==> src/rtl/vr_burst_pkg.sv <==
// -----------------------------------------------------------------------------
// vr_burst_pkg
// Shared types and width helpers for the burst framer and its FIFO.
//   state_t  : framer FSM state encoding (ST_FLUSH exists only when the
//              optional partial-flush feature is built in).
//   lvl_w    : width of a level/beat counter able to hold 0..DEPTH.
//   ptr_w    : width of a FIFO address for DEPTH entries.
//   idle_w   : width of a counter able to hold 0..FLUSH_CYCLES.
// Optional feature macro: VR_BURST_FLUSH_EN.
// -----------------------------------------------------------------------------
package vr_burst_pkg;

  typedef enum logic [1:0] {
    ST_IDLE  = 2'd0,
    ST_BURST = 2'd1
`ifdef VR_BURST_FLUSH_EN
    ,
    ST_FLUSH = 2'd2
`endif
  } state_t;

  function automatic int unsigned lvl_w(input int unsigned depth);
    return $clog2(depth) + 1;
  endfunction

  function automatic int unsigned ptr_w(input int unsigned depth);
    return $clog2(depth);
  endfunction

  function automatic int unsigned idle_w(input int unsigned cycles);
    return $clog2(cycles + 1);
  endfunction

endpackage

==> src/rtl/vr_burst_fifo.sv <==
// -----------------------------------------------------------------------------
// vr_burst_fifo
// Synchronous first-word-fall-through FIFO with occupancy tracking.
// Ports:
//   clk, rst_n     : clock, asynchronous active-low reset (pointers/level)
//   i_push, i_data : write request and word (ignored when full)
//   i_pop          : read request (ignored when empty)
//   o_data         : head word, valid whenever !o_empty
//   o_full/o_empty : occupancy flags
//   o_level        : words currently stored
//   o_level_next   : occupancy after this cycle's push/pop
// -----------------------------------------------------------------------------
module vr_burst_fifo
  import vr_burst_pkg::*;
#(
  parameter int unsigned WIDTH = 16,
  parameter int unsigned DEPTH = 32
) (
  input  logic                   clk,
  input  logic                   rst_n,
  input  logic                   i_push,
  input  logic [WIDTH-1:0]       i_data,
  input  logic                   i_pop,
  output logic [WIDTH-1:0]       o_data,
  output logic                   o_full,
  output logic                   o_empty,
  output logic [$clog2(DEPTH):0] o_level,
  output logic [$clog2(DEPTH):0] o_level_next
);

  localparam int unsigned AW    = ptr_w(DEPTH);
  localparam int unsigned LVL_W = lvl_w(DEPTH);

  logic [WIDTH-1:0] r_mem [DEPTH];
  logic [AW-1:0]    r_wr_ptr;
  logic [AW-1:0]    r_rd_ptr;
  logic [LVL_W-1:0] r_level;
  logic [LVL_W-1:0] w_level_next;
  logic             w_push;
  logic             w_pop;

  assign o_full  = (r_level == LVL_W'(DEPTH));
  assign o_empty = (r_level == '0);
  assign w_push  = i_push && !o_full;
  assign w_pop   = i_pop && !o_empty;

  // Storage carries no reset; contents are meaningless until written.
  always_ff @(posedge clk) begin
    if (w_push) r_mem[r_wr_ptr] <= i_data;
  end

  // DEPTH is a power of two, so the pointers wrap by natural overflow.
  always_ff @(posedge clk or negedge rst_n) begin
    if (!rst_n) begin
      r_wr_ptr <= '0;
      r_rd_ptr <= '0;
      r_level  <= '0;
    end else begin
      if (w_push) r_wr_ptr <= r_wr_ptr + AW'(1);
      if (w_pop)  r_rd_ptr <= r_rd_ptr + AW'(1);
      r_level <= w_level_next;
    end
  end

  always_comb begin
    w_level_next = r_level;
    case ({w_push, w_pop})
      2'b10:   w_level_next = r_level + LVL_W'(1);
      2'b01:   w_level_next = r_level - LVL_W'(1);
      default: w_level_next = r_level;
    endcase
  end

  assign o_data       = r_mem[r_rd_ptr];
  assign o_level      = r_level;
  assign o_level_next = w_level_next;

endmodule

==> src/rtl/vr_burst_framer.sv <==
// -----------------------------------------------------------------------------
// vr_burst_framer
// Buffers a valid/ready word stream and re-emits it as fixed-length bursts of
// BURST_LEN beats, with out_blast marking the final beat of each burst.
// Bursts follow each other without a gap while enough words are buffered.
// Optional feature macro: VR_BURST_FLUSH_EN -- when defined, a partially
// filled buffer left idle for FLUSH_CYCLES cycles is emitted as a short burst.
// Ports:
//   clk, rst_n            : clock, asynchronous active-low reset
//   in_data/in_valid      : upstream word and its valid
//   in_ready              : registered, high when the buffer is not full
//   out_bdata/out_bvalid  : burst beat and its valid (data = buffer head)
//   out_bready            : downstream accepts the current beat
//   out_blast             : current beat is the last of its burst
//   level                 : words currently buffered
// -----------------------------------------------------------------------------
module vr_burst_framer
  import vr_burst_pkg::*;
#(
  parameter int unsigned WIDTH        = 16,
  parameter int unsigned DEPTH        = 32,
  parameter int unsigned BURST_LEN    = 8,
  parameter int unsigned FLUSH_CYCLES = 64
) (
  input  logic                   clk,
  input  logic                   rst_n,
  input  logic [WIDTH-1:0]       in_data,
  input  logic                   in_valid,
  output logic                   in_ready,
  output logic [WIDTH-1:0]       out_bdata,
  output logic                   out_bvalid,
  input  logic                   out_bready,
  output logic                   out_blast,
  output logic [$clog2(DEPTH):0] level
);

  localparam int unsigned       LVL_W   = lvl_w(DEPTH);
  localparam logic [LVL_W-1:0]  BL_L    = LVL_W'(BURST_LEN);
  localparam logic [LVL_W-1:0]  DEPTH_L = LVL_W'(DEPTH);
  localparam logic [LVL_W-1:0]  ONE_L   = LVL_W'(1);

  if (BURST_LEN == 0 || BURST_LEN > DEPTH || FLUSH_CYCLES == 0 ||
      (DEPTH & (DEPTH - 1)) != 0) begin : g_cfg_err
    $error("vr_burst_framer: illegal parameter combination");
  end

  state_t           r_state;
  state_t           w_state_next;
  logic [LVL_W-1:0] r_beat_cnt;
  logic             r_in_ready;
  logic [LVL_W-1:0] w_level;
  logic [LVL_W-1:0] w_level_next;
  logic [WIDTH-1:0] w_head;
  logic             w_full;
  logic             w_empty;
  logic             w_push;
  logic             w_pop;
  logic             w_last_pop;
  logic             w_load_burst;
  logic             w_load_flush;
  logic             w_bvalid;
  logic             w_blast;

  assign w_push     = in_valid && r_in_ready && !w_full;
  assign w_pop      = w_bvalid && out_bready && !w_empty;
  assign w_last_pop = w_pop && (r_beat_cnt == ONE_L);

  vr_burst_fifo #(
    .WIDTH (WIDTH),
    .DEPTH (DEPTH)
  ) u_fifo (
    .clk          (clk),
    .rst_n        (rst_n),
    .i_push       (w_push),
    .i_data       (in_data),
    .i_pop        (w_pop),
    .o_data       (w_head),
    .o_full       (w_full),
    .o_empty      (w_empty),
    .o_level      (w_level),
    .o_level_next (w_level_next)
  );

  // in_ready for the next cycle reflects the occupancy that cycle will see.
  always_ff @(posedge clk or negedge rst_n) begin
    if (!rst_n) r_in_ready <= 1'b0;
    else        r_in_ready <= (w_level_next != DEPTH_L);
  end

`ifdef VR_BURST_FLUSH_EN
  localparam int unsigned IW = idle_w(FLUSH_CYCLES);

  logic [IW-1:0] r_idle_cnt;
  logic          w_idle_run;
  logic          w_idle_hit;

  // Counts consecutive push-free idle cycles holding a partial burst.
  assign w_idle_run = (r_state == ST_IDLE) && !w_push &&
                      (w_level != '0) && (w_level < BL_L);
  assign w_idle_hit = w_idle_run && (r_idle_cnt == IW'(FLUSH_CYCLES - 1));

  always_ff @(posedge clk or negedge rst_n) begin
    if (!rst_n)                        r_idle_cnt <= '0;
    else if (w_idle_run && !w_idle_hit) r_idle_cnt <= r_idle_cnt + IW'(1);
    else                               r_idle_cnt <= '0;
  end
`endif

  // State register.
  always_ff @(posedge clk or negedge rst_n) begin
    if (!rst_n) r_state <= ST_IDLE;
    else        r_state <= w_state_next;
  end

  // Next-state logic. A final-beat handshake either reloads a new full burst
  // (using the post-pop occupancy, including a same-cycle push) or returns
  // to IDLE.
  always_comb begin
    w_state_next = r_state;
    w_load_burst = 1'b0;
    w_load_flush = 1'b0;
    case (r_state)
      ST_IDLE: begin
        if (w_level >= BL_L) begin
          w_state_next = ST_BURST;
          w_load_burst = 1'b1;
        end
`ifdef VR_BURST_FLUSH_EN
        else if (w_idle_hit) begin
          w_state_next = ST_FLUSH;
          w_load_flush = 1'b1;
        end
`endif
      end
      ST_BURST: begin
        if (w_last_pop) begin
          if (w_level_next >= BL_L) w_load_burst = 1'b1;
          else                      w_state_next = ST_IDLE;
        end
      end
`ifdef VR_BURST_FLUSH_EN
      ST_FLUSH: begin
        if (w_last_pop) w_state_next = ST_IDLE;
      end
`endif
      default: w_state_next = ST_IDLE;
    endcase
  end

  // Output logic.
  always_comb begin
    w_bvalid = 1'b0;
    w_blast  = 1'b0;
    case (r_state)
      ST_BURST: begin
        w_bvalid = 1'b1;
        w_blast  = (r_beat_cnt == ONE_L);
      end
`ifdef VR_BURST_FLUSH_EN
      ST_FLUSH: begin
        w_bvalid = 1'b1;
        w_blast  = (r_beat_cnt == ONE_L);
      end
`endif
      default: begin
        w_bvalid = 1'b0;
        w_blast  = 1'b0;
      end
    endcase
  end

  // Beats remaining in the current burst. A flush burst is sized by the
  // occupancy at entry, so words pushed during it wait for a later burst.
  always_ff @(posedge clk or negedge rst_n) begin
    if (!rst_n)            r_beat_cnt <= '0;
    else if (w_load_burst) r_beat_cnt <= BL_L;
    else if (w_load_flush) r_beat_cnt <= w_level;
    else if (w_pop)        r_beat_cnt <= r_beat_cnt - ONE_L;
  end

  assign in_ready   = r_in_ready;
  assign out_bdata  = w_head;
  assign out_bvalid = w_bvalid;
  assign out_blast  = w_blast;
  assign level      = w_level;

endmodule

==> config.mk <==
export PLATFORM = sky130hd
export DESIGN_NAME = vr_burst_framer
export DESIGN_NICKNAME = d
export VERILOG_FILES = /design/src/rtl/vr_burst_pkg.sv /design/src/rtl/vr_burst_fifo.sv /design/src/rtl/vr_burst_framer.sv
export SDC_FILE = /design/constraint.sdc
export NUM_CORES = 1
export LEC_CHECK = 0
export CORE_MARGIN = 3
export CORE_UTILIZATION = 30
export CTS_CLUSTER_SIZE = 16
export DETAILED_ROUTE_END_ITERATION = 12
export SETUP_SLACK_MARGIN = 0.15
export SLEW_MARGIN = 15
export SYNTH_ARGS = -nofsm -noshare
export SYNTH_HDL_FRONTEND = slang
export SYNTH_SLANG_ARGS = --single-unit
==> constraint.sdc <==
create_clock -name clk -period 5.25 [get_ports clk]
set_input_delay 1.05 -clock clk [delete_from_list [all_inputs] [get_ports clk]]
set_output_delay 1.05 -clock clk [all_outputs]
set_load 0.03 [all_outputs]
==> out/metrics.cfg <==
[synthesis]
synth_seq_cells = 536
postSynth.asyncResetShare_pct = 4.48
synth_area_sq_mm = 0.0211
synth_ff_type = edfxtp_1
synth_cell_type_count = 52
synth_edf_count = 512
synth_area_per_cell_sq_um = 22.3
synthCells = 949
yosysSeqAreaShare_pct = 75.6
synth_top_area_share_pct = 72.8
yosysTopAreaCell = edfxtp_1
syn_nets = 978
ys_warn_count = 0
synth_area_leaders = edfxtp_1, mux4_2, dfrtp_1, mux2_2, nor2_1

[timing]
hold_violations = 0
rsz0062_at_grt = false
slew_headroom_pct = 25.6
final.setup.worst_slack_ps = 489
fmax_ghz = 0.210
fin_crit_ps = 4760
finalClockSkew_ps = 21.1
slew_violations = 0
tightest_slew_ps = 1110
period_share_pct = 90.7
setup_viol = 0
tns_ps = 0

[placement]
dp_slack_ps = 403
place_area_sq_mm = 0.0230
numPortBuffers = 44
gp_congestion = 0.763
dp_hpwl_um = 25700

[floorplan]
die_w_um = 271
dieArea_sq_mm = 0.0736
io_pins = 45
dieHeight_um = 271
start_util_pct = 30.5
rows = 96
core_sq_mm = 0.0692

[detailed_routing]
drt-wirelength-per-cell_um = 22.5
drt-initial-drc-count = 797
vias_per_cell = 4.86
drt_pass1_iterations = 5
drc = 0
wl_um = 45400
ant_nets = 0
vias = 9800

[worst_hold_path]
hold_path.class = flop to flop

[power_and_ir_drop]
leakage_nw = 7.65
ir_worst_vdd_mv = 0.419
p_per_area_mw_per_mm2 = 536

[setup_path]
crit_type = flop to primary output
cp-start-kind = flop
cp-end-kind = primary output
critical_path.max_fanout = 46
arrival_ps = 3710
crit_required_ps = 4200

[cts]
clkTransAtPathRegs_ps = 60
tritoncts = yes
cts_resized = 0
post_cts.repair.setup_buffers = 0
clk_latency_ps = 600
cts_sinks = 536
cts_max_level = 2
cts_buffer_depth = 3
clock-root-buffer = clkbuf_16
ctsHoldBuffers = 0
cts_made_buffers = 53

[global_route]
grt_max_degree = 59
antenna_found_initial = 0
grt_pass1_wl_um = 67800
grt_use_total_pct = 12.4
grt_pass1_vias = 10200
gr-total-overflow = 0

[run]
drv_cap = 0

[cells_and_area]
nets = 1070
drive_gt1_share_pct = 31.6
area_growth_pct = 17.1
stdcell_area_sq_mm = 0.0247
diodes = 0

[outcome]
status = complete, no violations

-- cells in the final DEF (no fill, tap or decap), types with 3 or more instances in the layout --
cell	count
edfxtp_1	512
mux4_2	160
clkbuf_16	53
clkdlybuf4s50_1	43
buf_4	39
nor2_2	32
nand2_1	24
dfrtp_1	20
clkbuf_1	19
mux2_2	17
xnor2_1	12
inv_1	11
ha_1	9
clkinv_1	8
nor3_1	7
bufinv_16	7
nor2_1	6
a21oi_1	6
o21ai_0	6
nor4_1	5
clkinv_2	5
buf_12	5
and2_1	4
a211oi_1	4
or2_2	4
nand4_1	4
a21o_1	3
nand2b_1	3
nand3_1	3
nand3b_1	3
clkinvlp_4	3
-- report_power, final --
group          switching, W  internal, W  total [W]  leakage [nW]
Clock               0.00156      0.00222    0.00378         0.831
Sequential         0.000390      0.00502    0.00541          4.88
Combinational       0.00204      0.00202    0.00406          1.94
-- cell usage after synthesis, types with 5 or more instances --
cell type  count
mux4_2       160
o21ai_0        6
nor4_1         5
nor3_1         7
nand2_1       24
clkbuf_1      30
buf_1         13
inv_1         11
a21oi_1        6
xnor2_1       12
mux2_2        17
dfrtp_1       24
ha_1           9
buf_2          6
nor2_1        38
edfxtp_1     512
-- stage by stage --
stage / std cells / util (%) / hold WS [ps] / power, W
after floorplan: 949 / - / 528 / 0.00816
after global placement: 1917 / 33.3 / 541 / 0.00958
after detailed placement: 1917 / 33.3 / 556 / 0.00963
after CTS: 2015 / 35.8 / 570 / 0.0134
after global routing: 2015 / 35.8 / 597 / 0.0139
final: 2015 / 35.8 / 562 / 0.0133
-- metal layers --
metal / global-route usage (%) / routed length [um] / vias to the layer above
li1: - / - / 4184
met1: 17.9 / 20100 / 5235
met2: 19.5 / 21700 / 321
met3: 2.26 / 2900 / 60
met4: 3.12 / 750 / 0
met5: 0 / 0 / -
-- flip-flops by register name, summed over array words and instances, names as in the netlist --
signal	cells
r_state	1
u_fifo.o_level	6
u_fifo.r_rd_ptr	5
r_beat_cnt	6
u_fifo.r_mem	512
in_ready	1
u_fifo.r_wr_ptr	5
-- path summary, 6_finish.rpt --
path                                       to  cells after the start  slack [ps]                from
min                             r_beat_cnt[5]                      2         560       r_beat_cnt[5]
max                              out_bdata[3]                      5         490  u_fifo.r_rd_ptr[0]
max reg2reg                     r_beat_cnt[3]                     12        1110   u_fifo.o_level[2]
max in group asynchronous  u_fifo.r_rd_ptr[0]                      2        4140               rst_n
min reg2reg                     r_beat_cnt[5]                      2         560       r_beat_cnt[5]
min in group asynchronous   u_fifo.o_level[3]                      2         830               rst_n
-- final cells by class --
type                    instances  area [sq um]
well taps                     931          1160
multi-input cells             350          4980
clock buffers                  72          1400
clock inverters                26           345
repair buffers                 88           828
fillers                      6369         44400
flip-flops and latches        536         16000
inverters                      12          45.0
-- worst max-delay path, cell delays in order (launching register included) --
cell	delay, ps
dfrtp_4	680
buf_12	400
mux4_2	580
mux4_2	490
mux2_2	330
clkdlybuf4s50_1	610
-- kinds of logic after synthesis --
group	synth area share [%]
AO/OA/AOI/OAI	1.58
XOR/XNOR	0.580
adder cells (fa/ha/maj)	0.533
buffers and inverters	1.19
flip-flops	75.6
multiplexers	18.0
AND/OR/NAND/NOR	2.54
Note: power is estimated with default switching activity, not from simulation.
